$ cat src/rtl/regbank_pkg.sv
// Shared defaults and FSM state type for the register bank store.
package regbank_pkg;

  localparam int unsigned     REGBANK_DATA_W     = 16;
  localparam int unsigned     REGBANK_ADDR_W     = 4;
  localparam logic [3:0]      REGBANK_BURST_BASE = 4'b1000;
  localparam int unsigned     REGBANK_BURST_LEN  = 4;

  typedef enum logic {
    ST_IDLE  = 1'b0,
    ST_BURST = 1'b1
  } burst_state_e;

endpackage : regbank_pkg

$ cat src/rtl/regbank_mem.sv
// Row storage with synchronous write and a registered, write-first read port.
module regbank_mem
  import regbank_pkg::*;
#(
  parameter int unsigned DATA_W = REGBANK_DATA_W,
  parameter int unsigned ADDR_W = REGBANK_ADDR_W
) (
  input  logic              clk,
  input  logic              rstn,
  input  logic              we,
  input  logic [ADDR_W-1:0] waddr,
  input  logic [DATA_W-1:0] wdata,
  input  logic [ADDR_W-1:0] raddr,
  output logic [DATA_W-1:0] rdata
);

  localparam int unsigned DEPTH = 1 << ADDR_W;

  logic [DATA_W-1:0] mem [DEPTH];

  // NOTE: the array is built from flops with a reset because every row must
  // read back as zero after reset; a RAM macro could not honour that.
  always_ff @(posedge clk) begin
    if (!rstn) begin
      for (int i = 0; i < DEPTH; i++) begin
        mem[i] <= '0;
      end
    end else if (we) begin
      mem[waddr] <= wdata;
    end
  end

  // A write to the row being read wins over the stored value.
  always_ff @(posedge clk) begin
    if (!rstn) begin
      rdata <= '0;
    end else if (we && (waddr == raddr)) begin
      rdata <= wdata;
    end else begin
      rdata <= mem[raddr];
    end
  end

endmodule : regbank_mem

$ cat src/rtl/register_bank_store.sv
// Register bank that stores controller rows and tracks gapless store bursts
// to rows BURST_BASE..BURST_BASE+BURST_LEN-1, flagging sequence errors.
module register_bank_store
  import regbank_pkg::*;
#(
  parameter int unsigned             DATA_W     = REGBANK_DATA_W,
  parameter int unsigned             ADDR_W     = REGBANK_ADDR_W,
  parameter logic [ADDR_W-1:0]       BURST_BASE = ADDR_W'(REGBANK_BURST_BASE),
  parameter int unsigned             BURST_LEN  = REGBANK_BURST_LEN
) (
  input  logic              clk,
  input  logic              rstn,
  input  logic              writemem,
  input  logic [ADDR_W-1:0] rowaddr,
  input  logic [DATA_W-1:0] wdata,
  input  logic [ADDR_W-1:0] rd_addr,
  output logic [DATA_W-1:0] rd_data,
  output logic              burst_active,
  output logic              burst_done,
  output logic              seq_err,
  input  logic              err_clr,
  output logic [7:0]        burst_count
);

  localparam logic [1:0] LAST_OFF = 2'(BURST_LEN - 1);

  burst_state_e      state, state_nxt;
  logic [1:0]        exp, exp_nxt;
  logic [ADDR_W-1:0] exp_row;
  logic              hit_base, hit_exp, at_last;
  logic              done_set, err_set;

  regbank_mem #(
    .DATA_W (DATA_W),
    .ADDR_W (ADDR_W)
  ) u_mem (
    .clk   (clk),
    .rstn  (rstn),
    .we    (writemem),
    .waddr (rowaddr),
    .wdata (wdata),
    .raddr (rd_addr),
    .rdata (rd_data)
  );

  assign exp_row  = BURST_BASE + ADDR_W'(exp);
  assign hit_base = writemem && (rowaddr == BURST_BASE);
  assign hit_exp  = writemem && (rowaddr == exp_row);
  assign at_last  = (exp == LAST_OFF);

  // NOTE: state is updated with non-blocking assignments so every flop
  // samples the pre-edge value of every other flop, whatever the block order.
  always_ff @(posedge clk) begin
    if (!rstn) begin
      state <= ST_IDLE;
      exp   <= '0;
    end else begin
      state <= state_nxt;
      exp   <= exp_nxt;
    end
  end

  // NOTE: defaults at the top keep every path assigned, so no latch appears.
  always_comb begin
    state_nxt = state;
    exp_nxt   = exp;
    case (state)
      ST_IDLE: begin
        if (hit_base) begin
          state_nxt = ST_BURST;
          exp_nxt   = 2'd1;
        end
      end
      ST_BURST: begin
        if (hit_exp && !at_last) begin
          exp_nxt = exp + 2'd1;
        end else if (hit_base) begin
          // Wrong row that happens to be the base row restarts the burst.
          state_nxt = ST_BURST;
          exp_nxt   = 2'd1;
        end else begin
          // Completion, a gap, or a stray row all end the burst.
          state_nxt = ST_IDLE;
          exp_nxt   = 2'd0;
        end
      end
      default: begin
        state_nxt = ST_IDLE;
        exp_nxt   = 2'd0;
      end
    endcase
  end

  always_comb begin
    done_set = 1'b0;
    err_set  = 1'b0;
    if (state == ST_BURST) begin
      done_set = hit_exp && at_last;
      err_set  = !hit_exp;
    end
  end

  // A new error outranks a simultaneous clear.
  always_ff @(posedge clk) begin
    if (!rstn) begin
      burst_done  <= 1'b0;
      seq_err     <= 1'b0;
      burst_count <= '0;
    end else begin
      burst_done  <= done_set;
      seq_err     <= err_set | (seq_err & ~err_clr);
      burst_count <= burst_count + 8'(done_set);
    end
  end

  assign burst_active = (state == ST_BURST);

endmodule : register_bank_store
$ cat config.mk
export PLATFORM = sky130hd
export DESIGN_NAME = register_bank_store
export DESIGN_NICKNAME = d
export VERILOG_FILES = /design/src/rtl/regbank_pkg.sv /design/src/rtl/regbank_mem.sv /design/src/rtl/register_bank_store.sv
export SDC_FILE = /design/constraint.sdc
export NUM_CORES = 1
export LEC_CHECK = 0
export CORE_MARGIN = 2
export CORE_UTILIZATION = 45
export DETAILED_ROUTE_END_ITERATION = 16
export GPL_TIMING_DRIVEN = 0
export PLACE_DENSITY_LB_ADDON = 0.1
export REMOVE_ABC_BUFFERS = 1
export SYNTH_ARGS = -nofsm -noshare
export SYNTH_HDL_FRONTEND = slang
export SYNTH_SLANG_ARGS = --single-unit
$ cat constraint.sdc
create_clock -name clk -period 5.3 [get_ports clk]
set_input_delay 0.795 -clock clk [delete_from_list [all_inputs] [get_ports clk]]
set_output_delay 0.795 -clock clk [all_outputs]
set_load 0.1 [all_outputs]
-- After elaboration in Yosys (flattened, before gate mapping)
Memory sizes are Yosys's and may differ from the RTL's. A register that Yosys moved wholly into a read port is not among the register bits.
Cells that the tools add are included.
W data, S select, Z words.
- flip-flop bits (word level): 13
- memory bits (writable): 256
- output and inout bits: 27
- word-level logic and storage cells: 41
- memories: 1
- memory list (name ; depth ; bits a word ; read ports ; clocked after Yosys merged registers in ; write ports ; RTL line ; source):
    u_mem.mem ; 16 ; 16 ; 1 ; 1 ; 16 ; regbank_mem.sv:19 ; logic [DATA_W-1:0] mem [DEPTH];
- $add $sub $neg: 3
- equal/unequal tests: 4
- muxes and demuxes: 16
- bitwise operators: 4
- reductions and logical operators: 8
- operator list (operator ; count):
    $mux W16 ; 1
    $reduce_or A16 Y1 ; 1
    $mux W1 ; 10
    $add A8 B1 Y8 ; 1
    $add A4 B2 Y4 const A ; 1
    $eq A4 B4 Y1 ; 1
    $eq A4 B4 Y1 const B ; 1
    $logic_and A1 B1 Y1 ; 4
    $mux W2 ; 2
    $mux W4 ; 1
    $pmux W2 S2 ; 1
    $logic_not A1 Y1 ; 3
    $add A2 B1 Y2 const B ; 1
    $eq A2 B2 Y1 const B ; 1
    $ne A2 B2 Y1 const B ; 1
    $not A1 Y1 ; 2
    $pmux W1 S2 ; 1
    $and A1 B1 Y1 ; 1
    $or A1 B1 Y1 ; 1

-- Logic depth before layout (Yosys ltp)
Gate-level depths: netlist (run 1).
- word-level depth: 6
- depth in mapped cells: 9

-- Hierarchy
A second synthesis (run 1) with hierarchy kept.
- cells, all modules: 829
- area, all modules: 12768.5 um^2
- by module, submodules not included (module ; times used ; cells each ; area an instance (um^2)):
    regbank_mem ; 1 ; 768 ; 12170.4
    register_bank_store ; 1 ; 61 ; 598.1

-- Worst setup path before layout (run 1)
No wires, ideal clock.
- path type: in2reg
- from: input port rstn
- to: memory u_mem.mem[2][0] (netlist name), enable pin
- arrival: 2.702 ns
- required time: 4.889 ns
- path slack: 2.187 ns
- cell stages on the path: 5
- path buffers: 2
- path through: buf_2 > nand2_1 > or3_1 > buf_2 > o21ai_0
- RTL lines (item ; RTL line ; source):
    start: declaration ; register_bank_store.sv:12 ; input logic rstn,
    end: declaration ; regbank_mem.sv:19 ;

==> flow_metrics.env, run 1 <==
export IMPL_drv_cap=0
export IMPL_insertion_delay_ns=0.55
export IMPL_initial_utilization_pct=45.7
export IMPL_place_hpwl_um=19100
export IMPL_coreArea_um2=27700
export IMPL_grt_pass1_wl_um=44800
export IMPL_status="finished, final reports clean"
export IMPL_gr_total_overflow=0
export IMPL_hold_class="flop to flop"
export IMPL_p_total_mw=5.15
export IMPL_cts_resized=0
export IMPL_final_setup_worst_slack_ns=0.969
export IMPL_cts_sinks=285
export IMPL_gp_congestion=0.785
export IMPL_cp_max_fo=26
export IMPL_yosysTopAreaCell="edfxtp_1"
export IMPL_worstMarginPinSlew_ns=1.35
export IMPL_clock_root_buffer="clkbuf_16"
export IMPL_drv_slew=0
export IMPL_cp_required_ns=5.47
export IMPL_yosysSeqAreaShare_pct=65.4
export IMPL_path_clk_slew_ns=0.06
export IMPL_hold_buffers=0
export IMPL_timing_fmax_mhz=231
export IMPL_drc=0
export IMPL_synth_area_leaders="edfxtp_1 (61%), and2_1 (13%), mux4_2 (11%)"
export IMPL_p_leak_nw=5.11
export IMPL_timing_rr_start="exp[0]"
export IMPL_fin_tns_setup_ns=0
export IMPL_cts_tree="done"
export IMPL_postCtsSetupRepairBufs=0
export IMPL_fin_util_pct=53.1
export IMPL_synth_main_ff_cell="edfxtp_1"
export IMPL_grtUsageTotal_pct=21.0
export IMPL_crit_path_end="u_mem.mem[0][3]"
export IMPL_diodes=0
export IMPL_maxSlewHeadroom_pct=9.63
export IMPL_fin_skew_ns=0.0148
export IMPL_synth_edff_count=256
export IMPL_pre_cts_ws_ns=0.333
export IMPL_critical_path_arrival_ns=4.50
export IMPL_period_share_pct=81.7
export IMPL_crit_type="primary input to flop"
export IMPL_setup_violations=0
export IMPL_antenna_found_initial=0
export IMPL_nFillCells=2252
export IMPL_drtAntennaViolNets=0
export IMPL_die_area_um2=29500
export IMPL_grt_max_degree=40
export IMPL_placed_cell_area_um2=13700
export IMPL_drive_gt1_share_pct=16.9
export IMPL_final_hold_viol_count=0
export IMPL_place_inst=1214
export IMPL_r2r_slack_ns=3.46
export IMPL_r2r_cells=8
export IMPL_async_flop_share_pct=0
export IMPL_syn_area_per_cell_um2=15.3
export IMPL_cts_max_level=1
export IMPL_ys_warn_count=0
export IMPL_endpoint_kind="flop"
export IMPL_pin_count=55
export IMPL_layout_commonest_cell="and2_1"
export IMPL_ir_drop_mv=0.220
export IMPL_drt_pass1_iter_count=5
export IMPL_grt_pass1_vias=7358
export IMPL_via_count=7055
export IMPL_fin_area_um2=14700
export IMPL_mostFrequentLayoutCells="and2_1 (259), edfxtp_1 (256), mux4_2 (64), clkdlybuf4s50_1 (52), a22oi_1 (32)"
export IMPL_avgViaCountPerCell=5.55
export IMPL_wire_per_inst_um=23.6
export IMPL_numCtsBuffers=31
export IMPL_cts_buffer_depth=3
export IMPL_port_buffers=54
export IMPL_ys_ff_latch=285
export IMPL_synth_top_area_share_pct=60.8
export IMPL_rsz0062_at_grt="no"
export IMPL_synth_area_um2=12700
export IMPL_whs_ns=0.531
export IMPL_die_w_um=172
export IMPL_syn_inst=826
export IMPL_r2r_end="burst_count[5]"
export IMPL_syn2layout_area_growth_pct=16.3
export IMPL_die_h_um=172
export IMPL_rows=61
export IMPL_critPathLaunchType="primary input"
export IMPL_cp_startpoint="rstn"
export IMPL_final_cell_count_no_fill=1271
export IMPL_layout_min_cycle_time_ns=4.33
export IMPL_routed_wl_um=30000
export IMPL_first_iter_violations=699
export IMPL_powerDensity_nw_per_um2=350
export IMPL_hold_depth=2
export IMPL_num_nets_final=901
export IMPL_synth_cell_types=38
## cell families after synthesis
logic type | synth area share, %
AND/OR/NAND/NOR | 15.9
AO/OA/AOI/OAI | 3.82
flip-flops | 65.4
buffers and inverters | 2.38
adder cells (fa/ha/maj) | 0.297
multiplexers | 11.4
XOR/XNOR | 0.831
## power breakdown
part	total, mW	switching, mW	internal [mW]
clock network	2.06	0.837	1.22
logic	0.487	0.309	0.177
registers	2.61	0.0336	2.57
total	5.15	1.18	3.97
## how the worst min path moves through the flow
stage	from	slack (ns)	end
global placement	burst_count[7]	0.51	burst_count[7]
global route	burst_count[7]	0.59	burst_count[7]
finish	burst_count[7]	0.53	burst_count[7]
floorplan	exp[0]	0.50	exp[0]
detailed placement	burst_count[7]	0.51	burst_count[7]
CTS	burst_count[7]	0.53	burst_count[7]
## sequential cells by signal, indices dropped and copies added (netlist names)
name,flops
burst_active,1
u_mem.mem,256
seq_err,1
burst_count,8
burst_done,1
u_mem.rdata,16
exp,2
## critical path, stage by stage
cell and delay, ns:
clkdlybuf4s50_1 1.19, nand2_1 0.29, or3_1 0.56, nor3_4 0.69
nand2b_1 0.94
## layer usage
layer | share of wire [%] | GRT usage [%] | vias up
met5 | 0 | 0 | -
met3 | 5.9 | 3.43 | 41
met2 | 50 | 36.2 | 229
met1 | 42 | 27.8 | 3631
li1 | - | - | 3154
met4 | 2.1 | 5.08 | 0
## cells in the mapped netlist (5+ instances only)
cell      count
nand3_1       5
mux4_2       64
edfxtp_1    256
xor2_1        6
o21ai_0      13
nand2_1      19
xnor2_1       6
dfxtp_1      29
buf_6         5
clkbuf_1     39
a22oi_1      32
a22o_1       16
buf_2        10
nor2_1       19
and2_1      259
nand2b_1      7
## cell type report
type	count	area (um^2)	area share (%)
repair buffers	72	842	5.73
inverters	2	7.51	0.0510
flip-flops and latches	285	8270	56.2
well taps	378	473	3.22
multi-input cells	478	4150	28.2
clock buffers	44	865	5.88
clock inverters	12	108	0.732
No activity file was read; power rests on OpenSTA's default activity.
==> run 2, diff against run 1 <==
==> constraint.sdc (replaced) <==
create_clock -name clk -period 4 [get_ports clk]
set_input_delay 0.6 -clock clk [delete_from_list [all_inputs] [get_ports clk]]
set_output_delay 0.6 -clock clk [all_outputs]
set_load 0.1 [all_outputs]
==> run 2 against run 1 <==
Worst hold slack is essentially flat. Utilization grew 0.054 points. Flip-flop and latch count is the same. Global-route usage is essentially flat. Die area is the same. Critical path type unchanged. Critical endpoint is now u_mem.mem[4][0].
==> flow_metrics.env, run 2 (same netlist as run 1, synthesis figures left out) <==
export IMPL_status="finished, final reports clean"
export IMPL_regMostFlops="u_mem.mem"
export IMPL_drive_gt1_share_pct=17.0
export IMPL_cts_max_level=1
export IMPL_rows=61
export IMPL_die_w_um=172
export IMPL_path_clk_slew_ns=0.06
export IMPL_mostFrequentLayoutCells="and2_1 (259), edfxtp_1 (256), mux4_2 (64), clkdlybuf4s50_1 (52), a22oi_1 (32)"
export IMPL_maxSlewHeadroom_pct=8.09
export IMPL_final_hold_viol_count=0
export IMPL_cts_sinks=285
export IMPL_layout_commonest_cell="and2_1"
export IMPL_drtAntennaViolNets=0
export IMPL_via_count=7101
export IMPL_period_share_pct=97.5
export IMPL_critPathLaunchType="primary input"
export IMPL_cp_required_ns=4.16
export IMPL_r2r_slack_ns=2.16
export IMPL_num_nets_final=901
export IMPL_min_to="burst_count[7]"
export IMPL_cts_tree="done"
export IMPL_critical_path_arrival_ns=4.06
export IMPL_timing_rr_start="exp[0]"
export IMPL_layout_min_cycle_time_ns=3.90
export IMPL_pre_cts_ws_ns=-0.772
export IMPL_drv_slew=0
export IMPL_hold_class="flop to flop"
export IMPL_min_from="burst_count[7]"
export IMPL_endpoint_kind="flop"
export IMPL_setup_violations=0
export IMPL_cts_buffer_depth=3
export IMPL_largest_reg_flops=256
export IMPL_syn2layout_area_growth_pct=16.4
export IMPL_first_iter_violations=730
export IMPL_fin_area_um2=14700
export IMPL_die_area_um2=29500
export IMPL_coreArea_um2=27700
export IMPL_powerDensity_nw_per_um2=463
export IMPL_gr_total_overflow=0
export IMPL_avgViaCountPerCell=5.59
export IMPL_insertion_delay_ns=0.55
export IMPL_p_leak_nw=5.12
export IMPL_placed_cell_area_um2=13700
export IMPL_largestRegisters="u_mem.mem x256, u_mem.rdata x16, burst_count x8"
export IMPL_slowest_delay_ns=1.23
export IMPL_pin_count=55
export IMPL_antenna_found_initial=0
export IMPL_numCtsBuffers=31
export IMPL_clock_root_buffer="clkbuf_16"
export IMPL_cp_max_fo=26
export IMPL_r2r_cells=8
export IMPL_grt_pass1_vias=7366
export IMPL_fin_skew_ns=0.0140
export IMPL_timing_fmax_mhz=256
export IMPL_diodes=0
export IMPL_final_setup_worst_slack_ns=0.0997
export IMPL_routed_wl_um=30000
export IMPL_worstMarginPinSlew_ns=1.37
export IMPL_drt_pass1_iter_count=5
export IMPL_die_h_um=172
export IMPL_wire_per_inst_um=23.6
export IMPL_hold_depth=2
export IMPL_grt_max_degree=40
export IMPL_crit_type="primary input to flop"
export IMPL_crit_slowest_cell="clkdlybuf4s50_1"
export IMPL_grt_pass1_wl_um=44900
export IMPL_whs_ns=0.531
export IMPL_rsz0062_at_grt="yes"
export IMPL_path_cells="clkdlybuf4s50_1 -> nand4b_1 -> nor3_4 -> nand2b_1"
export IMPL_drv_cap=0
export IMPL_place_hpwl_um=19100
export IMPL_initial_utilization_pct=45.7
export IMPL_port_buffers=54
export IMPL_ir_drop_mv=0.291
export IMPL_gp_congestion=0.785
export IMPL_r2r_end="burst_count[5]"
export IMPL_grtUsageTotal_pct=21.0
export IMPL_drc=0
run 2: cell counts in the layout (fill, tap and decap cells not counted):
Identical to the previous run, type by type.
run 2: layout make-up:
cell class / count / area, um^2
multi-input combinational: 478 / 4160
fill: 2253 / 13000
timing repair buffer: 72 / 842
sequential: 285 / 8270
inverter: 2 / 7.51
tap: 378 / 473
clock inverter: 12 / 108
clock buffer: 44 / 865
run 2: worst max path at each step:
| stage | depth (start not counted) | endpoint | slack [ns] | from |
|---|---|---|---|---|
| after global placement | 4 | u_mem.rdata[12] | -2.95 | rd_addr[0] |
| after global routing | 4 | u_mem.mem[12][0] | -0.12 | rstn |
| after floorplan | 3 | u_mem.mem[2][0] | 1.23 | rstn |
| after CTS | 4 | u_mem.mem[4][0] | 0.08 | rstn |
| after detailed placement | 4 | u_mem.mem[4][6] | -0.77 | rstn |
| final | 4 | u_mem.mem[4][0] | 0.1 | rstn |
run 2: critical path, delay by kind of cell:
family,cells,cell delay [ns]
buffers and inverters,1,1.23
AND/OR/NAND/NOR,3,2.21
run 2: timing repair:
| action | 4_1_cts | 5_1_grt |
|---|---|---|
| endpoints found under the setup margin | 48 | 32 |
| gates resized for setup | 3 | 0 |
| buffers inserted | 0 | 0 |
| hold buffers | 0 | 0 |
run 2: report_power, final:
part | switching [mW] | internal [mW] | leakage (nW)
clock network | 1.10 | 1.62 | 0.484
registers | 0.0447 | 3.41 | 2.68
logic | 0.412 | 0.235 | 1.95
total | 1.56 | 5.26 | 5.12
run 2: per-layer routing:
metal	global-route usage (%)	wire (um)
met4	5.12	589
met2	36.2	15000
met3	3.47	1940
met1	27.8	12500
met5	0	0
run 2: metrics by stage:
step / instances / power (mW) / setup TNS [ns] / util, %
2_1_floorplan: 765 / 3.87 / 0 / -
3_3_place_gp: 1197 / 4.14 / -208.71 / 48.3
3_5_place_dp: 1214 / 4.17 / -33.61 / 49.5
4_1_cts: 1270 / 6.89 / 0 / 53.1
5_1_grt: 1271 / 7.04 / -3.62 / 53.1
6_report: 1271 / 6.82 / 0 / 53.1
==> run 3, diff against run 2 <==
--- a/config.mk
+++ b/config.mk
@@ -8,6 +8,7 @@
 export CORE_MARGIN = 2
 export CORE_UTILIZATION = 45
 export DETAILED_ROUTE_END_ITERATION = 16
+export DONT_BUFFER_PORTS = 1
 export GPL_TIMING_DRIVEN = 0
 export PLACE_DENSITY_LB_ADDON = 0.1
 export REMOVE_ABC_BUFFERS = 1
==> run 3 against run 2 <==
The run now ends with capacitance limit left. Combinational power shrank 43%. Flip-flop and latch count stayed put. Non-clock buffer count fell by 57. Worst hold slack lost 0.36 ns. Critical endpoint is now u_mem.mem[4][10]. Largest cell class unchanged. Largest power group unchanged.
==> flow_metrics.env, run 3 (same netlist as run 1, synthesis figures left out) <==
export IMPL_drt_pass1_iter_count=7
export IMPL_hold_buffers=0
export IMPL_cp_startpoint="rowaddr[3]"
export IMPL_grt_use_met3_pct=4.42
export IMPL_drtAntennaViolNets=0
export IMPL_cp_max_fo=17
export IMPL_clock_root_buffer="clkbuf_16"
export IMPL_setup_violations=0
export IMPL_final_hold_viol_count=0
export IMPL_die_area_um2=29500
export IMPL_rsz0062_at_grt="no"
export IMPL_num_nets_final=843
export IMPL_p_leak_nw=4.88
export IMPL_cp_required_ns=4.17
export IMPL_grt_pass1_vias=7173
export IMPL_status="complete, but fails checks"
export IMPL_numCtsBuffers=30
export IMPL_avgViaCountPerCell=5.62
export IMPL_maxSlewHeadroom_pct=1.15
export IMPL_rows=61
export IMPL_violations="capacitance limit"
export IMPL_endpoint_kind="flop"
export IMPL_grt_pass1_wl_um=44900
export IMPL_nFillCells=2289
export IMPL_crit_type="primary input to flop"
export IMPL_drc=0
export IMPL_final_setup_worst_slack_ns=1.28
export IMPL_die_w_um=172
export IMPL_routed_wl_um=30100
export IMPL_gr_total_overflow=0
export IMPL_initial_utilization_pct=45.7
export IMPL_fin_tns_setup_ns=0
export IMPL_timing_rr_start="burst_active"
export IMPL_use_met1_pct=27.8
export IMPL_critical_path_arrival_ns=2.90
export IMPL_fin_skew_ns=0.00862
export IMPL_top_usage_layer="met2"
export IMPL_syn2layout_area_growth_pct=11.8
export IMPL_pre_cts_ws_ns=0.659
export IMPL_coreArea_um2=27700
export IMPL_pin_count=55
export IMPL_whs_ns=0.169
export IMPL_path_clk_slew_ns=0.06
export IMPL_drv_slew=0
export IMPL_critPathLaunchType="primary input"
export IMPL_place_hpwl_um=18500
export IMPL_gp_congestion=0.771
export IMPL_min_from="rstn"
export IMPL_ir_drop_mv=0.306
export IMPL_wire_per_inst_um=24.7
export IMPL_grt_max_degree=66
export IMPL_largest_reg_flops=256
export IMPL_largestRegisters="u_mem.mem x256, u_mem.rdata x16, burst_count x8"
export IMPL_drive_gt1_share_pct=17.9
export IMPL_antenna_found_initial=1
export IMPL_hold_class="primary input to flop"
export IMPL_drv_cap=1
export IMPL_mostFrequentLayoutCells="and2_1 (259), edfxtp_1 (256), mux4_2 (64), a22oi_1 (32), clkbuf_16 (31)"
export IMPL_die_h_um=172
export IMPL_regMostFlops="u_mem.mem"
export IMPL_grtUsageTotal_pct=21.2
export IMPL_cts_tree="done"
export IMPL_cts_max_level=1
export IMPL_via_count=6824
export IMPL_timing_fmax_mhz=367
export IMPL_layout_min_cycle_time_ns=2.72
export IMPL_postCtsSetupRepairBufs=0
export IMPL_insertion_delay_ns=0.56
export IMPL_cts_sinks=285
export IMPL_use_met2_pct=36.0
export IMPL_port_buffers=0
export IMPL_cts_resized=0
export IMPL_layout_commonest_cell="and2_1"
export IMPL_cts_buffer_depth=3
export IMPL_powerDensity_nw_per_um2=480
export IMPL_first_iter_violations=545
export IMPL_period_share_pct=68.1
export IMPL_worstMarginPinSlew_ns=1.48
-- run 3: cell type report --
class	instances	area (um^2)	area share, %
antenna	1	2.50	0.0177
clock buffer	48	930	6.57
clock inverter	8	95.1	0.673
inverter	2	7.51	0.0531
multi-input combinational	478	4150	29.4
sequential	285	8270	58.5
tap	378	473	3.34
timing repair buffer	15	214	1.51
-- run 3: where the power goes --
part | total [mW] | internal [mW] | switching (mW)
logic | 0.368 | 0.176 | 0.192
clock network | 2.84 | 1.71 | 1.13
registers | 3.57 | 3.41 | 0.166
total | 6.78 | 5.30 | 1.49
-- run 3: worst paths after layout --
check                           to  slack (ns)  cells after the start
setup / recovery  u_mem.mem[4][10]        1.28                      3
hold / removal              exp[1]        0.17                      1
hold reg to reg             exp[0]        0.54                      2
setup reg to reg    burst_count[4]        1.41                      7
-- run 3: worst max-delay path: stages --
cell and delay, ns:
nand4b_1 0.37, nor3_2 1.03, nand2b_1 0.88
-- run 3: per-layer routing --
metal,vias to the layer above,part of all wire [%],routed length (um)
met5,-,0,0
met4,0,1.9,580
met3,44,7.3,2180
met2,227,50,15000
met1,3515,41,12300
li1,3038,-,-
-- run 3: metrics by stage --
stage | total power [mW] | instances | utilization [%] | cell area [um^2]
4_1_cts | 6.84 | 1212 | 50.9 | 14100
3_5_place_dp | 4.01 | 1156 | 47.2 | 13100
6_report | 6.78 | 1215 | 51.0 | 14100
3_3_place_gp | 3.97 | 1143 | 46.3 | 12800
2_1_floorplan | 3.87 | 765 | - | 12400
5_1_grt | 6.98 | 1214 | 51.0 | 14100
